### src/rtl/lsu_pkg.sv
// Shared widths and defaults for the load/store unit and its store buffer.
package lsu_pkg;

  localparam int unsigned LSU_DATA_W     = 16;
  localparam int unsigned LSU_IDX_W      = 8;
  localparam int unsigned LSU_RD_W       = 3;
  localparam int unsigned LSU_SB_DEPTH   = 2;
  localparam int unsigned LSU_STARVE_LIM = 4;

  // Owner of the shared memory port in a given cycle.
  typedef enum logic [1:0] {
    MemIdle,
    MemLoad,
    MemDrain
  } mem_op_e;

endpackage

### src/rtl/store_buffer.sv
// Circular store buffer with an occupancy count and a youngest-entry lookup
// on the low address bits, used for load forwarding.
module store_buffer
  import lsu_pkg::*;
#(
  parameter int unsigned DATA_W = LSU_DATA_W,
  parameter int unsigned DEPTH  = LSU_SB_DEPTH
) (
  input  logic                 i_clk,
  input  logic                 i_rst_n,
  input  logic                 i_push,
  input  logic [DATA_W-1:0]    i_push_addr,
  input  logic [DATA_W-1:0]    i_push_data,
  input  logic                 i_pop,
  output logic [DATA_W-1:0]    o_head_addr,
  output logic [DATA_W-1:0]    o_head_data,
  output logic                 o_full,
  output logic                 o_empty,
  input  logic [LSU_IDX_W-1:0] i_lookup_idx,
  output logic                 o_hit,
  output logic [DATA_W-1:0]    o_hit_data
);

  localparam int unsigned PTR_W = $clog2(DEPTH);
  localparam int unsigned CNT_W = PTR_W + 1;

  logic [DATA_W-1:0] r_addr [DEPTH];
  logic [DATA_W-1:0] r_data [DEPTH];
  logic [PTR_W-1:0]  r_head;
  logic [PTR_W-1:0]  r_tail;
  logic [CNT_W-1:0]  r_count;
  logic [PTR_W-1:0]  w_idx;

  assign o_full      = (r_count == CNT_W'(DEPTH));
  assign o_empty     = (r_count == '0);
  assign o_head_addr = r_addr[r_head];
  assign o_head_data = r_data[r_head];

  always_ff @(posedge i_clk) begin
    if (!i_rst_n) begin
      r_head  <= '0;
      r_tail  <= '0;
      r_count <= '0;
    end else begin
      if (i_push) r_tail <= r_tail + 1'b1;
      if (i_pop)  r_head <= r_head + 1'b1;
      r_count <= r_count + CNT_W'(i_push) - CNT_W'(i_pop);
    end
  end

  // Payload storage carries no reset; validity comes from the count.
  always_ff @(posedge i_clk) begin
    if (i_push) begin
      r_addr[r_tail] <= i_push_addr;
      r_data[r_tail] <= i_push_data;
    end
  end

  // Walk oldest to youngest so the last valid match wins.
  always_comb begin
    o_hit      = 1'b0;
    o_hit_data = '0;
    w_idx      = r_head;
    for (int k = 0; k < int'(DEPTH); k++) begin
      w_idx = r_head + PTR_W'(k);
      if ((CNT_W'(k) < r_count) && (r_addr[w_idx][LSU_IDX_W-1:0] == i_lookup_idx)) begin
        o_hit      = 1'b1;
        o_hit_data = r_data[w_idx];
      end
    end
  end

endmodule

### src/rtl/load_store_unit.sv
// Load/store unit: loads own the memory port in their cycle, buffered stores
// drain in any other cycle, and a starvation guard forces a drain when full.
module load_store_unit
  import lsu_pkg::*;
#(
  parameter int unsigned DATA_W     = LSU_DATA_W,
  parameter int unsigned SB_DEPTH   = LSU_SB_DEPTH,
  parameter int unsigned STARVE_LIM = LSU_STARVE_LIM
) (
  input  logic                clk,
  input  logic                rst_n,
  input  logic                req_valid,
  output logic                req_ready,
  input  logic                req_is_st,
  input  logic [DATA_W-1:0]   req_addr,
  input  logic [DATA_W-1:0]   req_wdata,
  input  logic [LSU_RD_W-1:0] req_rd,
  output logic                resp_valid,
  output logic [DATA_W-1:0]   resp_data,
  output logic [LSU_RD_W-1:0] resp_rd,
  output logic [DATA_W-1:0]   mem_access_addr,
  output logic [DATA_W-1:0]   mem_writ_data,
  output logic                mem_writ_en,
  input  logic [DATA_W-1:0]   mem_rea_data,
  output logic                sb_empty
);

  localparam int unsigned STARVE_W = $clog2(STARVE_LIM + 1);

  logic                r_resp_valid;
  logic [DATA_W-1:0]   r_resp_data;
  logic [LSU_RD_W-1:0] r_resp_rd;
  logic [STARVE_W-1:0] r_starve;

  logic              w_full;
  logic              w_empty;
  logic              w_force;
  logic              w_st_acc;
  logic              w_ld_acc;
  logic              w_drain;
  logic              w_hit;
  logic [DATA_W-1:0] w_hit_data;
  logic [DATA_W-1:0] w_head_addr;
  logic [DATA_W-1:0] w_head_data;
  logic [DATA_W-1:0] w_ld_data;
  mem_op_e           w_op;

  // Store readiness looks only at the start-of-cycle fill level.
  assign w_force   = (r_starve == STARVE_W'(STARVE_LIM));
  assign req_ready = req_is_st ? !w_full : !w_force;
  assign w_st_acc  = req_valid && req_is_st && req_ready;
  assign w_ld_acc  = req_valid && !req_is_st && req_ready;
  assign w_drain   = rst_n && !w_ld_acc && !w_empty;
  assign w_ld_data = w_hit ? w_hit_data : mem_rea_data;
  assign sb_empty  = w_empty;

  store_buffer #(
    .DATA_W (DATA_W),
    .DEPTH  (SB_DEPTH)
  ) u_store_buffer (
    .i_clk        (clk),
    .i_rst_n      (rst_n),
    .i_push       (w_st_acc),
    .i_push_addr  (req_addr),
    .i_push_data  (req_wdata),
    .i_pop        (w_drain),
    .o_head_addr  (w_head_addr),
    .o_head_data  (w_head_data),
    .o_full       (w_full),
    .o_empty      (w_empty),
    .i_lookup_idx (req_addr[LSU_IDX_W-1:0]),
    .o_hit        (w_hit),
    .o_hit_data   (w_hit_data)
  );

  always_comb begin
    w_op = MemIdle;
    if (w_ld_acc)     w_op = MemLoad;
    else if (w_drain) w_op = MemDrain;
  end

  always_comb begin
    mem_access_addr = '0;
    mem_writ_data   = '0;
    mem_writ_en     = 1'b0;
    unique case (w_op)
      MemLoad: mem_access_addr = req_addr;
      MemDrain: begin
        mem_access_addr = w_head_addr;
        mem_writ_data   = w_head_data;
        mem_writ_en     = 1'b1;
      end
      default: ;
    endcase
  end

  always_ff @(posedge clk) begin
    if (!rst_n) begin
      r_resp_valid <= 1'b0;
      r_resp_data  <= '0;
      r_resp_rd    <= '0;
      r_starve     <= '0;
    end else begin
      r_resp_valid <= w_ld_acc;
      if (w_ld_acc) begin
        r_resp_data <= w_ld_data;
        r_resp_rd   <= req_rd;
      end
      if (w_force)                r_starve <= '0;
      else if (w_full && w_ld_acc) r_starve <= r_starve + 1'b1;
      else                        r_starve <= '0;
    end
  end

  assign resp_valid = r_resp_valid;
  assign resp_data  = r_resp_data;
  assign resp_rd    = r_resp_rd;

endmodule
### config.mk
export PLATFORM = sky130hd
export DESIGN_NAME = load_store_unit
export DESIGN_NICKNAME = d
export VERILOG_FILES = /design/src/rtl/lsu_pkg.sv /design/src/rtl/store_buffer.sv /design/src/rtl/load_store_unit.sv
export SDC_FILE = /design/constraint.sdc
export NUM_CORES = 1
export LEC_CHECK = 0
export ABC_AREA = 1
export CAP_MARGIN = 25
export CORE_MARGIN = 5
export CORE_UTILIZATION = 45
export CTS_CLUSTER_DIAMETER = 150
export DETAILED_ROUTE_END_ITERATION = 6
export PLACE_DENSITY = 0.73
export SETUP_SLACK_MARGIN = 0.5
export SLEW_MARGIN = 20
export SYNTH_ARGS = -nofsm -noshare
export SYNTH_HDL_FRONTEND = slang
export SYNTH_SLANG_ARGS = --single-unit
### constraint.sdc
create_clock -name clk -period 6.1 [get_ports clk]
set_clock_uncertainty 0.2 [all_clocks]
set_input_delay 1.83 -clock clk [delete_from_list [all_inputs] [get_ports clk]]
set_output_delay 1.83 -clock clk [all_outputs]
set_load 0.01 [all_outputs]
-- After elaboration in Yosys (flattened, before gate mapping)
Memories as Yosys holds them, arrays and structs flattened. A register that Yosys moved wholly into a read port is not among the register bits.
Index checks and enable logic that the tools add are counted.
- flip-flop bits (word level): 27
- RAM bits: 64
- input bits: 55
- memories: 2
- $add $sub $neg: 5
- $lt $le $gt $ge: 2
- equal/unequal tests: 6
- multiplexer cells: 17
- bitwise operators: 2
- reductions and logical operators: 16
- memories (name ; depth ; bits a word ; rd ports ; clocked after memory_dff ; write ports ; line ; source):
    u_store_buffer.r_addr ; 2 ; 16 ; 2 ; 1 ; 1 ; store_buffer.sv:27 ; logic [DATA_W-1:0] r_addr [DEPTH];
    u_store_buffer.r_data ; 2 ; 16 ; 2 ; 1 ; 1 ; store_buffer.sv:28 ; logic [DATA_W-1:0] r_data [DEPTH];
- operator list (cell ; number):
    $mux W16 ; 4
    $pmux W16 S2 ; 1
    $eq A8 B8 Y1 ; 2
    $mux W1 ; 10
    $logic_and A1 B1 Y1 ; 9
    $logic_not A1 Y1 ; 5
    $eq A2 B2 Y1 const B ; 2
    $lt A1 B2 Y1 const A ; 2
    $mux W2 ; 2
    $add A3 B1 Y3 const B ; 1
    $eq A3 B3 Y1 const B ; 1
    $reduce_or A3 Y1 ; 1
    $add A1 B1 Y1 const B ; 2
    $add A2 B1 Y2 ; 1
    $eq A2 B1 Y1 const B ; 1
    $logic_not A2 Y1 ; 1
    $not A1 Y1 ; 2
    $sub A2 B1 Y2 ; 1

-- Depth between registers and ports, before layout
Gate-level depths: netlist (run 1).
- depth after elaboration: 11
- gate-level depth with buffers: 14
- depth with buffers taken out: 14

-- By module
From an unflattened synthesis (run 1), not the netlist that was laid out.
- cell total of the unflattened synthesis: 644
- area total of the unflattened synthesis: 5037.3 um2
- by module, submodules not included (module ; instances ; cells each ; area each (um2)):
    store_buffer ; 1 ; 407 ; 3520.9
    load_store_unit ; 1 ; 237 ; 1516.5

-- Worst setup path after synthesis (run 1)
No wires, ideal clock.
- path kind: input port to output port
- from: input req_is_st
- to: output mem_access_addr[15]
- arrival: 2974 ps
- data required time: 4070 ps
- path slack: 1096 ps
- cell stages on the path: 7
- path buffers: 1
- cell sequence: inv_1 -> nand3_1 -> nand2_1 -> nor2_2 -> inv_2 -> clkbuf_1 -> o31ai_1
- cells in the longest elaborated chain, start to end: 10
- RTL lines (item ; line ; source):
    start: declaration ; load_store_unit.sv:14 ; input logic req_is_st,
    $logic_not A1 Y1 ; load_store_unit.sv:52 ; assign w_ld_acc = req_valid && !req_is_st && req_ready;
    $logic_and A1 B1 Y1 ; load_store_unit.sv:52 ;
    $logic_and A1 B1 Y1 (*) ; load_store_unit.sv:52 ;
    $logic_not A1 Y1 (*) ; load_store_unit.sv:53 ; assign w_drain = rst_n && !w_ld_acc && !w_empty;
    $logic_and A1 B1 Y1 (*) (2 in a row) ; load_store_unit.sv:53 ;
    net u_store_buffer.i_pop ; store_buffer.sv:14 ; input logic i_pop,
    $mux W2 (*) ; load_store_unit.sv:79 ; else if (w_drain) w_op = MemDrain;
    $mux W2 (*) ; load_store_unit.sv:78 ; if (w_ld_acc) w_op = MemLoad;
    $eq A2 B2 Y1 / $eq A2 B1 Y1 (equally long branches) ; load_store_unit.sv:86 ; unique case (w_op)
    $pmux W16 S2 (*) ; load_store_unit.sv:86 ;
    end: declaration ; load_store_unit.sv:21 ; output logic [DATA_W-1:0] mem_access_addr,
Mark *: on every way through the listed nets, which the timed path passes. The rest lies on a longest branch.

-- Worst setup path after layout (run 1)
- from: input req_is_st
- to: output mem_access_addr[1]
The elaborated chain is that of the path after synthesis.

==> metrics.yaml, run 1 <==
status:
  outcome: "complete, no violations"
global_route:
  globalRouteOverflowTotal: 0
  antenna_found_initial: 0
  grt.total_usage_pct: 18.18
  grt_max_degree: 34
  grt_pass1_vias: 3813
  grt_pass1_wl_um: 18420
clock_network:
  clock_latency_ns: 0.35
  htree_num_levels: 3
  path_clk_slew_ns: 0.09
  cts_buffer_depth: 2
  postCtsHoldBufs: 0
  cts_tree: "yes"
  cts_buffers: 9
  cts.sinks: 92
  root_buffer: "clkbuf_8"
synth:
  netlist_area_um2: 4672
  netlist_instances: 510
  yosysWarnings: 0
  syn-num-nets: 569
  synth.avg_cell_area_um2: 9.161
  ys_seq_elements: 92
  synth_cell_types: 34
  yosysSeqAreaShare_pct: 53.13
timing:
  setup_viol: 0
  timing.fmax_mhz: 178.5
  fin_crit_sh_pct: 91.85
  rsz0062_at_grt: "yes"
  tightest_slew_ns: 0.9691
  drv_slew: 0
  relSlewSlack_pct: 35.24
  min_period_ns: 5.603
  setup_tns_ns: 0
  hold_viol: 0
worst_setup_path:
  crit_fanout: 9
  critPathMostFrequentCell: "clkdlybuf4s50_1"
  r2r_slack_ns: 3.33
  crit_type: "primary input to output pin"
  crit_slowest_cell: "clkdlybuf4s50_1"
  cp_top_family: "buffers and inverters"
  required_ns: 4.07
  worstPathArrival_ns: 3.57
  crit_path_cell_trace: "clkdlybuf4s50_1 > inv_1 > nand3_1 > nand2_2 > nor2_4 > buf_6 > nand2_1 > o21ai_0 > clkdlybuf4s50_1"
  end_kind: "output pin"
  path_buf_inv: 4
  worstSetupStartpointType: "primary input"
  cp_slowest_stage_delay_ns: 0.56
layout:
  nets: 673
  diodes: 0
  final_util_pct: 59.79
  syn_to_final_growth_pct: 30.93
  multiInputGateArea_um2: 1904
  nFillCells: 892
  layout-drive-gt1-share_pct: 7.270
  seqCellArea_um2: 2484
  mostFrequentLayoutCells: "nand2_1 (141), clkdlybuf4s50_1 (78), edfxtp_1 (64), nand3_1 (54), nor2_1 (41)"
  final_common_cell: "nand2_1"
drt:
  totalWireLength_um: 11490
  drc: 0
  ant_nets: 0
  drtIter0Drc: 216
  via_per_inst: 5.045
  num_vias: 3809
  drt_pass1_iterations: 7
  wl_per_cell_um: 15.21
die:
  dieWidth_um: 111.9
  core_um2: 10230
  io_pins: 110
  placementRows: 37
  die_height_um: 111.9
  design.die.area_um2: 12520
  start_util_pct: 45.66
power:
  leakage_nw: 2.785
  power.total_w: 0.001459
  ir_worst_vdd_mv: 0.1386
  power_density_nw_per_um2: 238.5
placed_design:
  port_buffers: 109
  gp_congestion: 0.8241
  hpwl_um: 8047
min_path:
  hp-class: "flip-flop to flip-flop"
run:
  maxCapViolCount: 0
-- cells by family (layout without fill, tap and decap cells) --
kind of cell,Yosys count,after routing,share of synthesized area (%)
mux,26,26,5.570
compound gates,36,36,4.660
simple gates,281,281,27.91
xor+xnor,5,5,0.9375
flops,92,92,53.13
fa+ha+maj,4,4,1.071
buf+inv,66,175,6.722
-- final cells by class --
| cell class | count | share of cell area (%) |
|---|---|---|
| clock buffers | 10 | 2.086 |
| clock inverters | 6 | 1.043 |
| inverters | 44 | 2.802 |
| multi-input cells | 352 | 31.13 |
| flip-flops and latches | 92 | 40.60 |
| well taps | 136 | 2.782 |
| repair buffers | 115 | 19.55 |
-- layer usage --
metal	global-route usage [%]	up-vias	share of wire, %
met4	6.326	0	2.0
met2	32.05	121	49
met1	22.30	1752	44
met3	3.315	20	5.5
met5	0	-	0
li1	-	1916	-
-- synthesized netlist by cell type (all sizes together) --
cell	instances	area, µm²
nand3	56	297.8
dfxtp	28	560.5
or2	2	12.51
xor2	3	26.28
a22o	3	26.28
clkinv	2	8.750
a21oi	4	20.02
o31ai	8	60.06
o22ai	3	18.77
and2	1	6.260
o211ai	1	7.510
nand3b	26	195.2
ha	4	50.05
nand2	147	574.3
edfxtp	64	1922
inv	42	157.6
nor2	49	217.7
o21ai	17	85.08
clkbuf	8	30.03
mux2i	26	260.3
buf	14	117.6
xnor2	2	17.52
-- registers in the layout, summed over array words and instances (netlist names), named ones only --
signal and flops:
u_store_buffer.r_count 2, resp_data 16, resp_rd 3, r_starve 3
u_store_buffer.r_addr 32, u_store_buffer.r_data 32, u_store_buffer.r_head 1, resp_valid 1
u_store_buffer.r_tail 1
-- worst paths after layout --
kind	startpoint	endpoint	depth (start not counted)
worst max register to register	u_store_buffer.r_head	resp_data[15]	11
worst min register to register	resp_data[3]	resp_data[3]	2
worst min-delay path	resp_data[3]	resp_data[3]	2
worst max-delay path	req_is_st	mem_access_addr[1]	9
-- timing repair --
item                       CTS  global route
setup endpoints to repair   32            23
resized for setup           12            25
setup buffers                0             0
-- where the power goes --
group / total, W / switching (W) / internal (W)
Combinational: 0.000334 / 0.000184 / 0.000150
Sequential: 0.000719 / 0.0000246 / 0.000695
Clock: 0.000405 / 0.000216 / 0.000189
Total: 0.00146 / 0.000425 / 0.00103
-- worst reg2reg max path, delay by kind of cell, from the launching register on --
kind | cells | cell delay [ns]
xor+xnor | 1 | 0.13
buf+inv | 1 | 0.27
flops | 1 | 0.75
simple gates | 9 | 1.31
-- per-stage QoR --
stage	setup WS, ns	cells	hold WS [ns]	instance area, µm²
3_5_place_dp	0.2268	738	0.2393	5839
5_1_grt	0.4154	755	0.2714	6117
6_report	0.4971	755	0.2544	6117
2_1_floorplan	1.096	510	0.2173	4672
3_3_place_gp	0.3276	738	0.2261	5839
4_1_cts	0.3869	754	0.2580	6030
(Power assumes the default switching activity.)
==> run 2, diff against run 1 <==
--- a/config.mk
+++ b/config.mk
@@ -9,3 +9,3 @@
 export CAP_MARGIN = 25
-export CORE_MARGIN = 5
+export CORE_MARGIN = 4
 export CORE_UTILIZATION = 45
@@ -13,2 +13,3 @@
 export DETAILED_ROUTE_END_ITERATION = 6
+export GPL_ROUTABILITY_DRIVEN = 0
 export PLACE_DENSITY = 0.73
==> constraint.sdc (replaced) <==
create_clock -name clk -period 6.1 [get_ports clk]
set_clock_uncertainty 0.2 [all_clocks]
set_input_delay 1.525 -clock clk [delete_from_list [all_inputs] [get_ports clk]]
set_output_delay 1.525 -clock clk [all_outputs]
set_load 0.01 [all_outputs]
==> metrics.yaml, run 2 (same netlist as run 1, synthesis figures left out) <==
status:
  outcome: "complete, no violations"
worst_setup_path:
  cp_slowest_stage_delay_ns: 0.60  # +0.04 ns
  crit_type: "primary input to output pin"
  worstPathArrival_ns: 3.70  # +0.13 ns
  path_buf_inv: 5  # +1
  cp_top_family: "buffers and inverters"
  required_ns: 4.38  # +0.31 ns
  cp.depth: 9  # unchanged
  crit_fanout: 27  # +18
  critPathMostFrequentCell: "clkdlybuf4s50_1"
  r2r_cells: 10  # -1
  crit_path_cell_trace: "clkdlybuf4s50_1 > inv_1 > nand3_1 > nand2_1 > nor2_2 > buf_4 > inv_2 > o31ai_1 > clkdlybuf4s50_1"
  worstSetupStartpointType: "primary input"
  crit_slowest_cell: "clkdlybuf4s50_1"
  end_kind: "output pin"
timing:
  setup_viol: 0  # unchanged
  tightest_slew_ns: 0.9827  # +0.01357 ns
  timing.fmax_mhz: 184.4  # +3.3%
  fin_crit_sh_pct: 88.92  # -2.9 points
  min_period_ns: 5.424  # -0.1787 ns
  setup_tns_ns: 0  # unchanged
  rsz0062_at_grt: "no"
  relSlewSlack_pct: 34.33  # -0.91 points
  drv_slew: 0  # unchanged
  hold_viol: 0  # unchanged
run:
  maxCapViolCount: 0  # unchanged
clock_network:
  cts.sinks: 92  # unchanged
  cts_buffer_depth: 2  # unchanged
  cts_buffers: 9  # unchanged
  postCtsSetupBuffers: 0  # unchanged
  root_buffer: "clkbuf_8"
  cts_tree: "yes"
  cts_resized: 0  # -12
  clock_latency_ns: 0.35  # about the same
  path_clk_slew_ns: 0.09  # about the same
  postCtsHoldBufs: 0  # unchanged
  htree_num_levels: 3  # unchanged
drt:
  num_vias: 3797  # -0.32%
  totalWireLength_um: 11040  # -3.9%
  drc: 0  # unchanged
  drt_pass1_iterations: 5  # -2
  via_per_inst: 5.063  # +0.35%
  ant_nets: 0  # unchanged
  drtIter0Drc: 250  # +16%
  wl_per_cell_um: 14.72  # -3.2%
placed_design:
  hpwl_um: 7783  # -3.3%
  port_buffers: 109  # unchanged
power:
  swShare_pct: 29.88  # +0.77 points
  power.total_w: 0.001432  # -1.8%
  p_clk_share_pct: 26.4  # -1.4 points
  combPwrFrac_pct: 23.0  # about the same
  leakage_nw: 2.351  # -16%
  p_switching_w: 0.0004280  # +0.79%
  power_density_nw_per_um2: 238.6  # about the same
  ir_worst_vdd_mv: 0.1195  # -14%
  p_int_w: 0.001004  # -2.9%
  seqPwrFrac_pct: 50.5  # +1.2 points
layout:
  syn_to_final_growth_pct: 28.49
  final_common_cell: "nand2_1"
  diodes: 0  # unchanged
  nets: 671  # -0.30%
  mostFrequentLayoutCells: "nand2_1 (142), clkdlybuf4s50_1 (109), edfxtp_1 (64), nand3_1 (54), nor2_1 (41)"
  layout-drive-gt1-share_pct: 6.807  # -0.46 points
min_path:
  hp-class: "flip-flop to flip-flop"
  whs_path_depth: 2  # unchanged
die:
  dieWidth_um: 109.9  # -1.8%
  die_height_um: 109.9  # -1.8%
  io_pins: 110  # unchanged
  start_util_pct: 46.93  # +1.3 points
  placementRows: 36  # -2.7%
  design.die.area_um2: 12080  # -3.5%
  core_um2: 9955  # -2.7%
global_route:
  globalRouteOverflowTotal: 0  # unchanged
  grt_pass1_vias: 3690  # -3.2%
  grt_max_degree: 40  # +18%
  grt_pass1_wl_um: 17940  # -2.6%
  grt.total_usage_pct: 19.18  # +1.0 points
  antenna_found_initial: 1  # +1
## run 2: cell type report
| type | count | area, µm² |
|---|---|---|
| clock inverters | 6 | 47.55 |
| repair buffers | 113 | 1121 |
| fillers | 890 | 3951 |
| well taps | 133 | 166.4 |
| flip-flops and latches | 92 | 2484 |
| clock buffers | 10 | 127.6 |
| multi-input cells | 352 | 1891 |
| inverters | 44 | 166.4 |
## run 2: metal layers
metal,wire length [µm],vias up,GRT usage [%]
met5,8,-,0
met4,221,2,7.213
met3,812,16,3.876
met2,5332,138,31.85
met1,4666,1732,24.67
li1,-,1909,-
## run 2: power groups by stage
stage | combinational (W) | clock [W] | sequential, W
finish | 0.000330 | 0.000379 | 0.000724
detailed placement | 0.000332 | 0 | 0.000738
CTS | 0.000333 | 0.000389 | 0.000724
global route | 0.000365 | 0.000421 | 0.000728
global placement | 0.000325 | 0 | 0.000737
floorplan | 0.000196 | 0 | 0.000723
## run 2: tightest hold or removal path, cell delays in order (launching register included)
cell and delay, ns:
dfxtp_1 0.32, nand2_1 0.06, nand2_1 0.04
## run 2: path summary, 6_finish.rpt
| kind | from | endpoint | slack [ns] |
|---|---|---|---|
| max reg2reg | flip-flop | resp_data[11] | 3.11 |
| min reg2reg | resp_data[15] | resp_data[15] | 0.25 |
| min | resp_data[15] | resp_data[15] | 0.25 |
| max | req_is_st | mem_access_addr[14] | 0.68 |
## run 2: stage by stage
step                instance area (µm²)  hold slack [ns]  instances  utilization [%]  setup WS, ns
floorplan                          4672           0.2173        510                -         1.706
global placement                   5828           0.2242        734            58.55        0.8139
detailed placement                 5828           0.2395        734            58.55        0.7139
CTS                                6003           0.2575        750            60.31        0.6825
global route                       6003           0.2686        750            60.31        0.5090
finish                             6003           0.2548        750            60.31        0.6757
==> run 3, diff against run 2 <==
ABC_AREA = 0   (was 1)
PLACE_DENSITY = 0.74   (was 0.73)
==> metrics.yaml, run 3 <==
status:
  outcome: "complete, no violations"
timing:
  drv_slew: 0  # unchanged
  relSlewSlack_pct: 38.52  # +4.2 points
  rsz0062_at_grt: "no"
  setup_tns_ns: 0  # unchanged
  hold_viol: 0  # unchanged
  min_period_ns: 5.433  # +0.008925 ns
  tightest_slew_ns: 0.9222  # -0.06042 ns
  fin_crit_sh_pct: 89.07  # +0.15 points
  timing.fmax_mhz: 184.1  # -0.16%
  setup_viol: 0  # unchanged
min_path:
  whs_path_depth: 1  # -1
  whs_endpoint: "r_starve[0]"
  min-delay-start: "r_starve[0]"
  hp-class: "flip-flop to flip-flop"
synth:
  async_reset_ff_share_pct: 0  # unchanged
  synth_top_area_share_pct: 43.35  # +2.2 points
  synth_cell_types: 40  # +18%
  synth_top_family_by_area: "simple AND/OR/NAND/NOR gates"
  netlist_instances: 371  # -27%
  synth-compound-area-share_pct: 9.709  # +5.0 points
  yosysTopAreaCell: "edfxtp_1"
  synthAdderAreaFrac_pct: 1.129  # +0.058 points
  synth_xor_area_share_pct: 3.754  # +2.8 points
  netlist_area_um2: 4433  # -5.1%
  synth.avg_cell_area_um2: 11.95  # +30%
  ys_seq_elements: 92  # unchanged
  syn-num-nets: 430  # -24%
  synthSimpleGateAreaFrac_pct: 13.10  # -15 points
  synth_top_flop_cell: "edfxtp_1"
  synthTopCellsByCount: "edfxtp_1 (64), mux2i_1 (47), nand2_1 (33)"
  yosys-top-cells-area: "edfxtp_1 (43%), dfxtp_1 (13%), mux2i_1 (11%), xnor2_1 (3.2%), nand2_1 (2.8%)"
  synthMuxAreaShare_pct: 11.63  # +6.1 points
  synth.most_common_cell: "edfxtp_1"
  yosysWarnings: 0  # unchanged
  synth_edf_count: 64  # unchanged
  yosysSeqAreaShare_pct: 56.00  # +2.9 points
die:
  dieWidth_um: 107.3  # -2.4%
  design.die.area_um2: 11500  # -4.7%
  start_util_pct: 47.08  # +0.15 points
  io_pins: 110  # unchanged
  placementRows: 35  # -2.8%
  die_height_um: 107.3  # -2.4%
  core_um2: 9415  # -5.4%
layout:
  mostFrequentLayoutCells: "clkdlybuf4s50_1 (109), edfxtp_1 (64), mux2i_1 (47), nand2_1 (33), dfxtp_1 (27)"
  final_common_cell: "clkdlybuf4s50_1"
  final_cell_area_um2: 5877  # -2.1%
  nets: 534  # -20%
  nFillCells: 731  # -18%
  syn_to_final_growth_pct: 32.57
  layout-drive-gt1-share_pct: 9.167  # +2.4 points
  diodes: 0  # unchanged
worst_setup_path:
  worstSetupStartpointType: "primary input"
  crit_slowest_cell: "clkdlybuf4s50_1"
  worstSetupStartpoint: "req_is_st"
  required_ns: 4.38  # about the same
  worstPathArrival_ns: 3.71  # about the same
  crit_type: "primary input to output pin"
  crit_path_cell_trace: "clkdlybuf4s50_1 > nand3b_1 > and2_1 > o21ai_2 > buf_6 > o21ai_0 > clkdlybuf4s50_1"
  cp_slowest_stage_delay_ns: 0.58  # -0.02 ns
  end_kind: "output pin"
  timing.rr.end: "resp_data[11]"
  crit_fanout: 19  # -30%
  critPathMostFrequentCell: "clkdlybuf4s50_1"
  r2r_cells: 7  # -3
  r2r_slack_ns: 2.78  # -0.33 ns
drt:
  via_per_inst: 5.343  # +5.5%
  drtIter0Drc: 120  # -52%
  totalWireLength_um: 10860  # -1.6%
  drc: 0  # unchanged
  wl_per_cell_um: 17.84  # +21%
  drt_pass1_iterations: 4  # -1
  num_vias: 3254  # -14%
  ant_nets: 0  # unchanged
clock_network:
  postCtsHoldBufs: 0  # unchanged
  path_clk_slew_ns: 0.10  # about the same
  cts_buffers: 9  # unchanged
  cts_resized: 0  # unchanged
  postCtsSetupBuffers: 0  # unchanged
  htree_num_levels: 3  # unchanged
  cts_tree: "yes"
  cts.sinks: 92  # unchanged
  cts_buffer_depth: 2  # unchanged
  root_buffer: "clkbuf_8"
  clock_latency_ns: 0.36  # about the same
global_route:
  grt.total_usage_pct: 18.70  # -0.48 points
  grt_pass1_vias: 3383  # -8.3%
  antenna_found_initial: 0  # -1
  grt_pass1_wl_um: 16820  # -6.3%
  grt_max_degree: 34  # -15%
  globalRouteOverflowTotal: 0  # unchanged
run:
  maxCapViolCount: 0  # unchanged
power:
  seqPwrFrac_pct: 43.2  # -7.3 points
  swShare_pct: 30.84  # +0.96 points
  p_int_w: 0.001232  # +23%
  p_clk_share_pct: 25.1  # -1.3 points
  power_density_nw_per_um2: 303.2  # +27%
  p_switching_w: 0.0005495  # +28%
  combPwrFrac_pct: 31.7  # +8.7 points
  ir_worst_vdd_mv: 0.1797  # +50%
  leakage_nw: 2.010  # -15%
placed_design:
  hpwl_um: 7129  # -8.4%
  port_buffers: 109  # unchanged
  dpl_cell_area_um2: 5592  # -4.1%
run 3: changes by cell type after synthesis, sizes merged, moves of 21 or more:
cell and delta:
nand2 -114, nand3b -25, nand3 -44, nor2 -29, mux2i +21, inv -34
run 3: routing by layer:
layer  GRT usage, %  share of wire (%)  vias up
li1               -                  -     1560
met5              0                  0        -
met1          23.28                 45     1586
met2          32.17                 49       97
met4          6.393                1.2        0
met3          3.959                4.7       11
run 3: worst max-delay path by stage:
stage | endpoint | slack, ns | cells past startpoint
floorplan | mem_access_addr[15] | 1.61 | 6
global placement | mem_writ_data[3] | 0.55 | 7
detailed placement | mem_access_addr[6] | 0.66 | 7
CTS | mem_access_addr[6] | 0.66 | 7
global route | mem_access_addr[8] | 0.58 | 7
finish | mem_access_addr[8] | 0.67 | 7
run 3: kinds of logic (layout without fill, tap and decap cells):
| logic type | Yosys count | count (layout) |
|---|---|---|
| AND/OR/NAND/NOR | 113 | 113 |
| flip-flops | 92 | 92 |
| AO/OA/AOI/OAI | 57 | 57 |
| multiplexers | 51 | 51 |
| buffers and inverters | 35 | 144 |
| XOR/XNOR | 19 | 19 |
| adder cells (fa/ha/maj) | 4 | 4 |
run 3: through the flow:
step	std cells	total power, W	setup WS (ns)	util [%]	hold WS (ns)
after floorplan	371	0.001104	1.609	-	0.2323
after global placement	589	0.001321	0.5527	59.27	0.2381
after detailed placement	590	0.001336	0.6558	59.39	0.2488
after CTS	606	0.001778	0.6611	61.70	0.2680
after global routing	609	0.001870	0.5751	62.42	0.2931
final	609	0.001782	0.6668	62.42	0.2632
run 3: area by class of cell:
class | instances | area, µm² | area share [%]
sequential | 92 | 2484 | 42.26
multi-input combinational | 244 | 1762 | 29.98
timing repair buffer | 120 | 1222 | 20.80
tap | 129 | 161.4 | 2.746
clock buffer | 11 | 152.6 | 2.597
clock inverter | 5 | 65.06 | 1.107
inverter | 8 | 30.03 | 0.5110
run 3: critical path: cells and delay by family:
family	cells	cell delay, ns
buffers and inverters	3	1.33
and+or+nand+nor	2	0.45
AOI/OAI and AO/OA	2	0.39
run 3: power by group through the flow:
stage	Sequential, W	Combinational (W)	Clock (W)
final	0.000769	0.000566	0.000447
after global routing	0.000775	0.000613	0.000482
after CTS	0.000790	0.000534	0.000454
after detailed placement	0.000804	0.000532	0
after global placement	0.000800	0.000521	0
after floorplan	0.000759	0.000345	0
